## src/rtl/risc_v_id_ex_ctrl_pkg.sv

```systemverilog
// Shared opcode, branch funct3 and bubble definitions for the ID/EX control slice.
// Imported by the ID/EX register top and by the branch unit.
package rv_pkg;

    localparam logic [6:0] OP_LOAD   = 7'b0000011;
    localparam logic [6:0] OP_STORE  = 7'b0100011;
    localparam logic [6:0] OP_BRANCH = 7'b1100011;
    localparam logic [6:0] OP_JAL    = 7'b1101111;
    localparam logic [6:0] OP_JALR   = 7'b1100111;
    localparam logic [6:0] OP_R      = 7'b0110011;
    localparam logic [6:0] OP_I      = 7'b0010011;

    typedef enum logic [2:0] {
        F3_BEQ  = 3'b000,
        F3_BNE  = 3'b001,
        F3_BLT  = 3'b100,
        F3_BGE  = 3'b101,
        F3_BLTU = 3'b110,
        F3_BGEU = 3'b111
    } br_f3_e;

    localparam logic [6:0] BUBBLE_OPCODE = 7'b0000000;
    localparam logic [4:0] BUBBLE_RD     = 5'd0;

    // Only these formats read rs2, so only they can create an rs2 load-use hazard.
    function automatic logic reads_rs2(input logic [6:0] opcode);
        return (opcode == OP_R) || (opcode == OP_STORE) || (opcode == OP_BRANCH);
    endfunction

    // Register-writing ALU formats; OP_I is kept here so the decode side shares one list.
    function automatic logic is_alu(input logic [6:0] opcode);
        return (opcode == OP_R) || (opcode == OP_I);
    endfunction

endpackage

```

## src/rtl/risc_v_id_ex_ctrl_branch_unit.sv

```systemverilog
// EX-stage branch/jump resolver: compare on forwarded operands plus target selection.
// Purely combinational; a bubble in EX never redirects.
module rv_branch_unit
    import rv_pkg::*;
#(
    parameter int XLEN = 32
) (
    input  logic            valid,
    input  logic [6:0]      opcode,
    input  logic [2:0]      funct3,
    input  logic [XLEN-1:0] pc,
    input  logic [XLEN-1:0] imm,
    input  logic [XLEN-1:0] op1,
    input  logic [XLEN-1:0] op2,
    output logic            taken,
    output logic [XLEN-1:0] pc_branch
);

    logic            cond;
    logic [XLEN-1:0] target;

    always_comb begin
        cond = 1'b0;
        case (funct3)
            F3_BEQ:  cond = (op1 == op2);
            F3_BNE:  cond = (op1 != op2);
            F3_BLT:  cond = ($signed(op1) <  $signed(op2));
            F3_BGE:  cond = ($signed(op1) >= $signed(op2));
            F3_BLTU: cond = (op1 <  op2);
            F3_BGEU: cond = (op1 >= op2);
            default: cond = 1'b0;
        endcase
    end

    always_comb begin
        taken  = 1'b0;
        target = pc + imm;
        if (valid) begin
            case (opcode)
                OP_BRANCH: taken = cond;
                OP_JAL:    taken = 1'b1;
                OP_JALR: begin
                    taken  = 1'b1;
                    target = (op1 + imm) & ~XLEN'(1);
                end
                default:   taken = 1'b0;
            endcase
        end
        pc_branch = taken ? target : pc + XLEN'(4);
    end

endmodule

```

## src/rtl/risc_v_id_ex_ctrl.sv

```systemverilog
// ID/EX pipeline register with MEM/WB bypass, load-use stall, taken-branch squash
// and saturating stall/squash counters.
module risc_v_id_ex_ctrl
    import rv_pkg::*;
#(
    parameter int XLEN     = 32,
    parameter int STALL_CW = 16
) (
    input  logic                clk,
    input  logic                reset,
    input  logic [XLEN-1:0]     PC_ID,
    input  logic [31:0]         INSTRUCTION_ID,
    input  logic [XLEN-1:0]     IMM_ID,
    input  logic [XLEN-1:0]     REG_DATA1_ID,
    input  logic [XLEN-1:0]     REG_DATA2_ID,
    input  logic [2:0]          FUNCT3_ID,
    input  logic [6:0]          FUNCT7_ID,
    input  logic [6:0]          OPCODE_ID,
    input  logic [4:0]          RD_ID,
    input  logic [4:0]          RS1_ID,
    input  logic [4:0]          RS2_ID,
    input  logic                RegWrite_MEM,
    input  logic [4:0]          RD_MEM,
    input  logic [XLEN-1:0]     ALU_DATA_MEM,
    input  logic                RegWrite_WB,
    input  logic [4:0]          RD_WB,
    input  logic [XLEN-1:0]     ALU_DATA_WB,
    output logic [XLEN-1:0]     PC_EX,
    output logic [XLEN-1:0]     IMM_EX,
    output logic [XLEN-1:0]     OP1_EX,
    output logic [XLEN-1:0]     OP2_EX,
    output logic [2:0]          FUNCT3_EX,
    output logic [6:0]          FUNCT7_EX,
    output logic [6:0]          OPCODE_EX,
    output logic [4:0]          RD_EX,
    output logic [4:0]          RS1_EX,
    output logic [4:0]          RS2_EX,
    output logic                VALID_EX,
    output logic                PCSrc,
    output logic [XLEN-1:0]     PC_Branch,
    output logic                PC_write,
    output logic                IF_ID_write,
    output logic [STALL_CW-1:0] STALL_COUNT,
    output logic [STALL_CW-1:0] SQUASH_COUNT
);

    logic [XLEN-1:0] data1_reg;
    logic [XLEN-1:0] data2_reg;
    logic            squash_pend_reg;
    logic            squash_active;
    logic            load_use;
    logic            bubble;
    logic            unused_instr;

    // The raw instruction is carried for debug visibility only.
    assign unused_instr = ^INSTRUCTION_ID;

    always_comb begin
        OP1_EX = data1_reg;
        if (RegWrite_MEM && RD_MEM != 5'd0 && RD_MEM == RS1_EX)
            OP1_EX = ALU_DATA_MEM;
        else if (RegWrite_WB && RD_WB != 5'd0 && RD_WB == RS1_EX)
            OP1_EX = ALU_DATA_WB;
    end

    always_comb begin
        OP2_EX = data2_reg;
        if (RegWrite_MEM && RD_MEM != 5'd0 && RD_MEM == RS2_EX)
            OP2_EX = ALU_DATA_MEM;
        else if (RegWrite_WB && RD_WB != 5'd0 && RD_WB == RS2_EX)
            OP2_EX = ALU_DATA_WB;
    end

    rv_branch_unit #(.XLEN(XLEN)) u_branch (
        .valid     (VALID_EX),
        .opcode    (OPCODE_EX),
        .funct3    (FUNCT3_EX),
        .pc        (PC_EX),
        .imm       (IMM_EX),
        .op1       (OP1_EX),
        .op2       (OP2_EX),
        .taken     (PCSrc),
        .pc_branch (PC_Branch)
    );

    // Squash owns both wrong-path slots; a hazard seen during them is irrelevant.
    assign squash_active = PCSrc || squash_pend_reg;
    assign load_use = !squash_active && VALID_EX && OPCODE_EX == OP_LOAD && RD_EX != 5'd0 &&
                      (RD_EX == RS1_ID || (reads_rs2(OPCODE_ID) && RD_EX == RS2_ID));
    assign bubble      = squash_active || load_use;
    assign PC_write    = !load_use;
    assign IF_ID_write = !load_use;

    always_ff @(posedge clk or negedge reset) begin
        if (!reset) begin
            PC_EX           <= '0;
            IMM_EX          <= '0;
            data1_reg       <= '0;
            data2_reg       <= '0;
            FUNCT3_EX       <= '0;
            FUNCT7_EX       <= '0;
            OPCODE_EX       <= BUBBLE_OPCODE;
            RD_EX           <= BUBBLE_RD;
            RS1_EX          <= '0;
            RS2_EX          <= '0;
            VALID_EX        <= 1'b0;
            squash_pend_reg <= 1'b0;
            STALL_COUNT     <= '0;
            SQUASH_COUNT    <= '0;
        end else begin
            squash_pend_reg <= PCSrc;
            if (bubble) begin
                PC_EX     <= '0;
                IMM_EX    <= '0;
                data1_reg <= '0;
                data2_reg <= '0;
                FUNCT3_EX <= '0;
                FUNCT7_EX <= '0;
                OPCODE_EX <= BUBBLE_OPCODE;
                RD_EX     <= BUBBLE_RD;
                RS1_EX    <= '0;
                RS2_EX    <= '0;
                VALID_EX  <= 1'b0;
            end else begin
                PC_EX     <= PC_ID;
                IMM_EX    <= IMM_ID;
                data1_reg <= REG_DATA1_ID;
                data2_reg <= REG_DATA2_ID;
                FUNCT3_EX <= FUNCT3_ID;
                FUNCT7_EX <= FUNCT7_ID;
                OPCODE_EX <= OPCODE_ID;
                RD_EX     <= RD_ID;
                RS1_EX    <= RS1_ID;
                RS2_EX    <= RS2_ID;
                VALID_EX  <= 1'b1;
            end
            if (squash_active && SQUASH_COUNT != '1)
                SQUASH_COUNT <= SQUASH_COUNT + 1'b1;
            if (load_use && STALL_COUNT != '1)
                STALL_COUNT <= STALL_COUNT + 1'b1;
        end
    end

endmodule
```

## config.mk

```make
export PLATFORM = sky130hd
export DESIGN_NAME = risc_v_id_ex_ctrl
export DESIGN_NICKNAME = d
export VERILOG_FILES = /design/src/rtl/risc_v_id_ex_ctrl_pkg.sv /design/src/rtl/risc_v_id_ex_ctrl_branch_unit.sv /design/src/rtl/risc_v_id_ex_ctrl.sv
export SDC_FILE = /design/constraint.sdc
export NUM_CORES = 1
export LEC_CHECK = 0
export BUFFER_PORTS_ARGS = -buffer_cell sky130_fd_sc_hd__buf_2
export CAP_MARGIN = 25
export CELL_PAD_IN_SITES_DETAIL_PLACEMENT = 2
export CELL_PAD_IN_SITES_GLOBAL_PLACEMENT = 2
export CORE_MARGIN = 2
export CORE_UTILIZATION = 29
export DETAILED_ROUTE_END_ITERATION = 10
export GPL_TIMING_DRIVEN = 0
export MAX_ROUTING_LAYER = met4
export PLACE_DENSITY_LB_ADDON = 0.25
export SLEW_MARGIN = 0
export SYNTH_ARGS = -nofsm -noshare
export SYNTH_HDL_FRONTEND = slang
export SYNTH_SLANG_ARGS = --single-unit
```

## constraint.sdc

```tcl
create_clock -name clk -period 7.7 [get_ports clk]
set_input_delay 1.155 -clock clk [delete_from_list [all_inputs] [get_ports clk]]
set_output_delay 1.155 -clock clk [all_outputs]
set_load 0.01 [all_outputs]
```

==> results of run 1 <==
-- worst max path at each step --
| stage | cells after the start | start | end |
|---|---|---|---|
| 6_report | 24 | RD_MEM[1] | PC_Branch[30] |
| 4_1_cts | 23 | RD_MEM[1] | PC_Branch[20] |
| 3_5_place_dp | 24 | RD_WB[1] | PC_Branch[20] |
| 3_3_place_gp | 24 | RD_MEM[0] | PC_Branch[20] |
| 5_1_grt | 23 | RD_MEM[1] | PC_Branch[30] |
| 2_1_floorplan | 20 | RD_WB[1] | PC_Branch[17] |
-- cell usage after synthesis (12+ instances only) --
| library cell | count | share of area |
|---|---|---|
| nor3_1 | 14 | 0.0052 |
| a31oi_1 | 12 | 0.0056 |
| mux2i_1 | 63 | 0.047 |
| nand4_1 | 29 | 0.013 |
| o21ai_0 | 79 | 0.029 |
| nand2_1 | 128 | 0.036 |
| nand3_1 | 47 | 0.017 |
| inv_1 | 58 | 0.016 |
| xnor2_1 | 92 | 0.060 |
| dfrtp_1 | 194 | 0.36 |
| a21o_1 | 46 | 0.026 |
| o21a_1 | 32 | 0.018 |
| xor2_1 | 52 | 0.034 |
| clkbuf_1 | 50 | 0.014 |
| ha_1 | 96 | 0.089 |
| and2_1 | 165 | 0.076 |
| nand2b_1 | 15 | 0.0069 |
| a21oi_1 | 91 | 0.034 |
| nor2_1 | 89 | 0.025 |
| and3_1 | 21 | 0.0097 |
-- layout by cell type (no fill, tap or decap), types with 45 or more instances in the layout --
master	netlist	final
buf_2	2	472
dfrtp_1	194	194
and2_1	165	165
nand2_1	128	128
ha_1	96	96
xnor2_1	92	92
a21oi_1	91	90
nor2_1	89	87
mux2i_1	63	63
inv_1	58	58
xor2_1	52	52
o21ai_0	79	50
a21o_1	46	46
nand3_1	47	45
-- routing by layer --
layer / up-vias / track usage / wire length [um]
li1: 6217 / - / -
met1: 6780 / 0.303 / 25500
met2: 342 / 0.447 / 31500
met3: 102 / 0.0675 / 3360
met4: 0 / 0.117 / 2140
met5: - / - / 0
-- layout make-up --
class	instances	area (um^2)
diodes	18	45.0
plain buffers	59	282
clock buffers	22	464
clock inverters	10	119
fillers	5299	28800
inverters	58	218
multi-input cells	1188	8320
flip-flops and latches	194	4850
well taps	607	759
repair buffers	469	2390
-- logic make-up (layout without fill, tap and decap cells) --
| group | count (synthesis) | count (layout) |
|---|---|---|
| compound gates | 332 | 332 |
| other cells | 0 | 18 |
| fa+ha+maj | 98 | 98 |
| simple gates | 549 | 549 |
| xor+xnor | 144 | 144 |
| flops | 194 | 194 |
| buf+inv | 118 | 618 |
| mux | 65 | 65 |
-- per-stage QoR --
| step | area (um^2) | hold WS (ns) |
|---|---|---|
| floorplan | 13500 | 0.515 |
| global placement | 16600 | 0.475 |
| detailed placement | 16700 | 0.477 |
| CTS | 17400 | 0.492 |
| global route | 17400 | 0.505 |
| finish | 17500 | 0.495 |
-- what timing repair did --
item                       4_1_cts  5_1_grt
setup endpoints to repair      123       43
pin swaps                        0        1
hold buffers                     0        0
gates resized for setup         86       17
-- worst max-delay path, delay by kind of cell --
family                   cells  cell delay [ns]
adder cells (fa/ha/maj)      1             0.36
buffers and inverters        6             1.23
AO/OA/AOI/OAI               11             2.02
AND/OR/NAND/NOR              6             1.46
-- power groups by stage --
stage	Combinational [mW]	Sequential [mW]	Clock, mW
2_1_floorplan	0.543	1.16	0
3_3_place_gp	0.908	1.16	0
3_5_place_dp	0.944	1.16	0
4_1_cts	0.960	1.14	0.972
5_1_grt	1.06	1.15	1.00
6_report	0.951	1.14	0.946
==> flow_metrics.py, run 1 <==
metrics = {
    "synth": {
        "synth.yosys.warnings": 0,
        "muxShareOfSynthArea": 0.0483,
        "yosysSeqAreaShare": 0.359,
        "synth-main-ff-cell": "dfrtp_1",
        "synth_edf_count": 0,
        "async_flop_share": 1.00,
        "ys_ff_latch": 194,
        "synth_fp_nets": 1867,
        "synth_fa_ha_area_frac": 0.0912,
        "syn_avg_cell_area_um2": 9.01,
        "syn_area_um2": 13500,
        "synth_top_family_by_area": "simple AND/OR/NAND/NOR gates",
        "synth_compound_area_frac": 0.161,
        "yosys.area_share.simple": 0.213,
        "synth-xor-area-share": 0.0933,
        "ys_types": 76,
        "synth_cells": 1500,
    },
    "detailed_routing": {
        "drc": 0,
        "wire_per_inst_um": 23.8,
        "wirelength_um": 62500,
        "vias": 13400,
        "postRouteAntennaNets": 0,
        "drt_iter0_drc": 495,
        "first_pass_iters": 4,
        "drt-vias-per-instance": 5.12,
    },
    "pwr": {
        "comb_power_share": 0.313,
        "sw_frac_of_total": 0.360,
        "p_leak_nw": 8.55,
        "clkPwrFrac": 0.311,
        "ir_worst_vdd_uv": 146,
        "power_frac_seq": 0.376,
        "power_mw": 3.04,
        "switchingPower_mw": 1.09,
        "p_per_area_nw_per_um2": 174,
        "internal_power_mw": 1.94,
    },
    "worst_setup_path": {
        "ff2ff_setup_slack_ns": 0.93,
        "reg2regPathDepth": 21,
        "path_cells": "buf_2, or4_1, o211ai_2, nor2_2, clkbuf_4, clkbuf_4, nand2_1, o21ai_2, ha_1, a21o_1, a21o_1, a21oi_1, o22ai_1, o41ai_2, nand3_2, nor3b_2, a211oi_2, a22o_2, clkbuf_8, buf_4, nor2_1, a31oi_1, o21ai_1, buf_2",
        "arrival_ns": 6.27,
        "slowest_delay_ns": 0.58,
        "timing.rr.end": "IMM_EX[24]$_DFF_PN0_",
        "worstPathRequired_ns": 6.55,
        "r2r-start": "RS1_EX[4]$_DFF_PN0_",
        "critPathCaptureType": "output port",
        "cp-start-kind": "input pin",
        "crit_type": "in -> out",
        "cp_max_fo": 10,
        "cpMaxStageDelayCell": "or4_1",
    },
    "layout": {
        "nets": 2354,
        "syn_to_final_growth_pct": 29.1,
        "layout-drive-gt1-share": 0.286,
        "post-route-util": 0.377,
        "fin_cells": 2625,
    },
    "grt": {
        "antenna_found_initial": 18,
        "overflow": 0,
        "grt_max_degree": 108,
        "grt_pass1_vias": 15100,
        "grt_usage": 0.268,
        "grt_pass1_wl_um": 92500,
    },
    "sta": {
        "finalMaxSlewViolations": 0,
        "fin_skew_ns": 0.0220,
        "setup_tns_ns": 0,
        "worst_slew_pin_slew_ns": 0.916,
        "finalSetupViolations": 0,
        "hold_viol_final": 0,
        "timing.fmax_ghz": 0.135,
        "setup_slack_ns": 0.271,
        "min_period_over_period": 0.965,
        "slew_headroom": 0.389,
        "layout_min_cycle_time_ns": 7.43,
    },
    "worst_hold_path": {
        "holdPathStages": 1,
        "hold_path.class": "reg -> reg",
        "hp-start": "STALL_COUNT[4]$_DFFE_PN0P_",
        "whs_endpoint": "STALL_COUNT[4]$_DFFE_PN0P_",
    },
    "clocking": {
        "cts_tree": "built",
        "clockBufferDepth": 2,
        "cts_root_buf": "clkbuf_16",
        "numCtsBuffers": 17,
        "clk_latency_ns": 0.52,
        "post_cts_buffers": 0,
        "htree_num_levels": 4,
        "clk_pin_slew_ns": 0.08,
        "numClockSinks": 194,
    },
    "placement": {
        "portBuffers": 465,
        "place_congestion": 0.861,
        "placed_cells": 2576,
        "hpwl_um": 51200,
        "pre_cts_ws_ns": -1.90,
    },
    "floorplanning": {
        "die_x_um": 220,
        "dieArea_um2": 48300,
        "core_area_um2": 46300,
        "num_rows": 79,
        "die_h_um": 220,
        "start_util": 0.292,
        "pin_count": 498,
    },
    "outcome": {
        "status": "finished, final reports clean",
    },
    "job": {
        "maxCapViolCount": 0,
    },
}
Power figures use the tool's default switching activity.
==> run 2, diff against run 1 <==
--- a/config.mk
+++ b/config.mk
@@ -15,6 +15,7 @@
 export GPL_TIMING_DRIVEN = 0
 export MAX_ROUTING_LAYER = met4
 export PLACE_DENSITY_LB_ADDON = 0.25
+export REMOVE_ABC_BUFFERS = 1
 export SLEW_MARGIN = 0
 export SYNTH_ARGS = -nofsm -noshare
 export SYNTH_HDL_FRONTEND = slang
==> flow_metrics.py, run 2 (same netlist as run 1, synthesis figures left out) <==
metrics = {
    "outcome": {
        "status": "finished, final reports clean",
    },
    "detailed_routing": {
        "routed-wl-met3_um": 3320,
        "first_pass_iters": 5,
        "wl_met2_um": 30100,
        "met1_length_um": 24800,
        "top_layer": "met4",
        "drt_iter0_drc": 507,
        "wire_per_inst_um": 22.9,
        "drt-vias-per-instance": 5.05,
        "vias": 13200,
        "wirelength_um": 59700,
        "postRouteAntennaNets": 0,
        "drc": 0,
    },
    "grt": {
        "grt_pass1_vias": 14600,
        "overflow": 0,
        "grt_max_degree": 101,
        "grt_usage": 0.251,
        "antenna_found_initial": 31,
        "grt_pass1_wl_um": 87200,
    },
    "clocking": {
        "cts_hold_buf": 0,
        "clk_latency_ns": 0.51,
        "clockBufferDepth": 2,
        "cts_root_buf": "clkbuf_16",
        "numCtsBuffers": 17,
        "numClockSinks": 194,
        "htree_num_levels": 4,
        "cts_tree": "built",
        "clk_pin_slew_ns": 0.08,
    },
    "sta": {
        "finalSetupViolations": 0,
        "slew_headroom": 0.281,
        "setup_slack_ns": 0.225,
        "timing.fmax_ghz": 0.134,
        "worst_slew_pin_slew_ns": 1.08,
        "fin_skew_ns": 0.0181,
        "min_period_over_period": 0.971,
        "finalMaxSlewViolations": 0,
        "layout_min_cycle_time_ns": 7.47,
        "hold_viol_final": 0,
    },
    "pwr": {
        "ir_worst_vdd_uv": 155,
        "comb_power_share": 0.309,
        "p_leak_nw": 8.64,
        "p_per_area_nw_per_um2": 172,
        "clkPwrFrac": 0.315,
        "power_frac_seq": 0.376,
        "switchingPower_mw": 1.08,
        "internal_power_mw": 1.96,
        "sw_frac_of_total": 0.355,
    },
    "worst_setup_path": {
        "cp_num_cells": 21,
        "crit_type": "in -> out",
        "critPathLaunch": "RD_MEM[1]",
        "arrival_ns": 6.32,
        "cp_max_fo": 11,
        "cp-start-kind": "input pin",
        "ff2ff_setup_slack_ns": 1.29,
        "path_cells": "buf_2, or4_1, o21ai_1, nor4_4, buf_4, buf_6, o21ai_0, inv_1, ha_1, a21o_1, a21o_1, a21oi_1, o22ai_1, o41ai_2, nand3_1, nor3b_2, a211oi_4, buf_4, a22o_2, o21ai_0, buf_2",
        "critPathCaptureType": "output port",
        "worstSetupEndpoint": "PC_Branch[0]",
        "slowest_delay_ns": 0.56,
        "cpMaxStageDelayCell": "or4_1",
        "path_delay_family": "compound AO/OA/AOI/OAI gates",
        "reg2regPathDepth": 23,
        "timing.rr.end": "PC_EX[24]$_DFF_PN0_",
        "crit_buf_inv": 6,
        "worstPathRequired_ns": 6.55,
        "r2r-start": "RS2_EX[3]$_DFF_PN0_",
    },
    "placement": {
        "hpwl_um": 46100,
        "dpl_cell_area_um2": 16700,
        "pre_cts_ws_ns": -1.17,
        "portBuffers": 465,
        "place_congestion": 0.856,
    },
    "layout": {
        "syn_to_final_growth_pct": 30.8,
        "layout-drive-gt1-share": 0.290,
        "layout_common_cells": "buf_2, dfrtp_1, and2_1",
        "nets": 2327,
        "stdcell_area_um2": 17700,
        "final_common_cell": "buf_2",
    },
    "floorplanning": {
        "core_area_um2": 46300,
        "die_h_um": 220,
        "dieArea_um2": 48300,
        "die_x_um": 220,
        "start_util": 0.292,
        "pin_count": 498,
        "num_rows": 79,
    },
    "worst_hold_path": {
        "hold_path.class": "reg -> reg",
        "hp-start": "STALL_COUNT[6]$_DFFE_PN0P_",
    },
    "job": {
        "maxCapViolCount": 0,
    },
}
-- run 2: cell types whose count changed in the layout (fill, tap and decap cells not counted), moves of 4 or more --
cell and change:
o21ai_1 -4, o21ai_0 +15, clkbuf_1 -39, buf_4 +8, buf_2 -8, buf_12 +7, clkbuf_2 -5, clkbuf_8 -4
a22o_4 +5, buf_16 +4, diode_2 +10, o21ai_2 -11
-- run 2: layer usage --
metal | GRT usage | vias up
met1 | 0.286 | 6583
met5 | - | -
li1 | - | 6193
met3 | 0.0680 | 77
met4 | 0.0966 | 0
met2 | 0.421 | 319
-- run 2: power by group through the flow --
stage | Combinational, mW | Clock (mW) | Sequential, mW
global placement | 0.888 | 0 | 1.16
global route | 1.05 | 1.03 | 1.15
CTS | 0.945 | 1.00 | 1.15
finish | 0.942 | 0.958 | 1.15
floorplan | 0.541 | 0 | 1.16
detailed placement | 0.927 | 0 | 1.17
-- run 2: worst min-delay path by stage --
stage / end / slack, ns / cells after the start
after floorplan: STALL_COUNT[11]$_DFFE_PN0P_ / 0.51 / 1
after global placement: STALL_COUNT[6]$_DFFE_PN0P_ / 0.47 / 1
after detailed placement: STALL_COUNT[6]$_DFFE_PN0P_ / 0.48 / 1
after CTS: STALL_COUNT[6]$_DFFE_PN0P_ / 0.49 / 1
after global routing: STALL_COUNT[15]$_DFFE_PN0P_ / 0.52 / 1
final: STALL_COUNT[6]$_DFFE_PN0P_ / 0.49 / 1
-- run 2: final cells by class --
cell class,instances,area [um^2]
fill,5284,28600
clock buffer,17,425
antenna,28,70.1
clock inverter,13,164
tap,607,759
timing repair buffer,496,2780
multi-input combinational,1193,8400
sequential,194,4850
inverter,58,218
-- run 2: what timing repair did --
action / 4_1_cts / 5_1_grt
pin swaps: 3 / 3
resized for setup: 19 / 10
setup endpoints to repair: 33 / 33
gates cloned: 3 / 2
setup buffers: 6 / 5
-- run 2: through the flow --
stage | instances | power, mW | util | TNS (ns) | hold WS [ns]
after floorplan | 1440 | 1.70 | - | -1015.74 | 0.515
after global routing | 2605 | 3.23 | 0.382 | -0.314 | 0.518
after global placement | 2512 | 2.05 | 0.354 | -3015.33 | 0.468
final | 2606 | 3.05 | 0.382 | 0 | 0.493
after CTS | 2570 | 3.09 | 0.378 | 0 | 0.491
after detailed placement | 2531 | 2.09 | 0.362 | -35.26 | 0.483
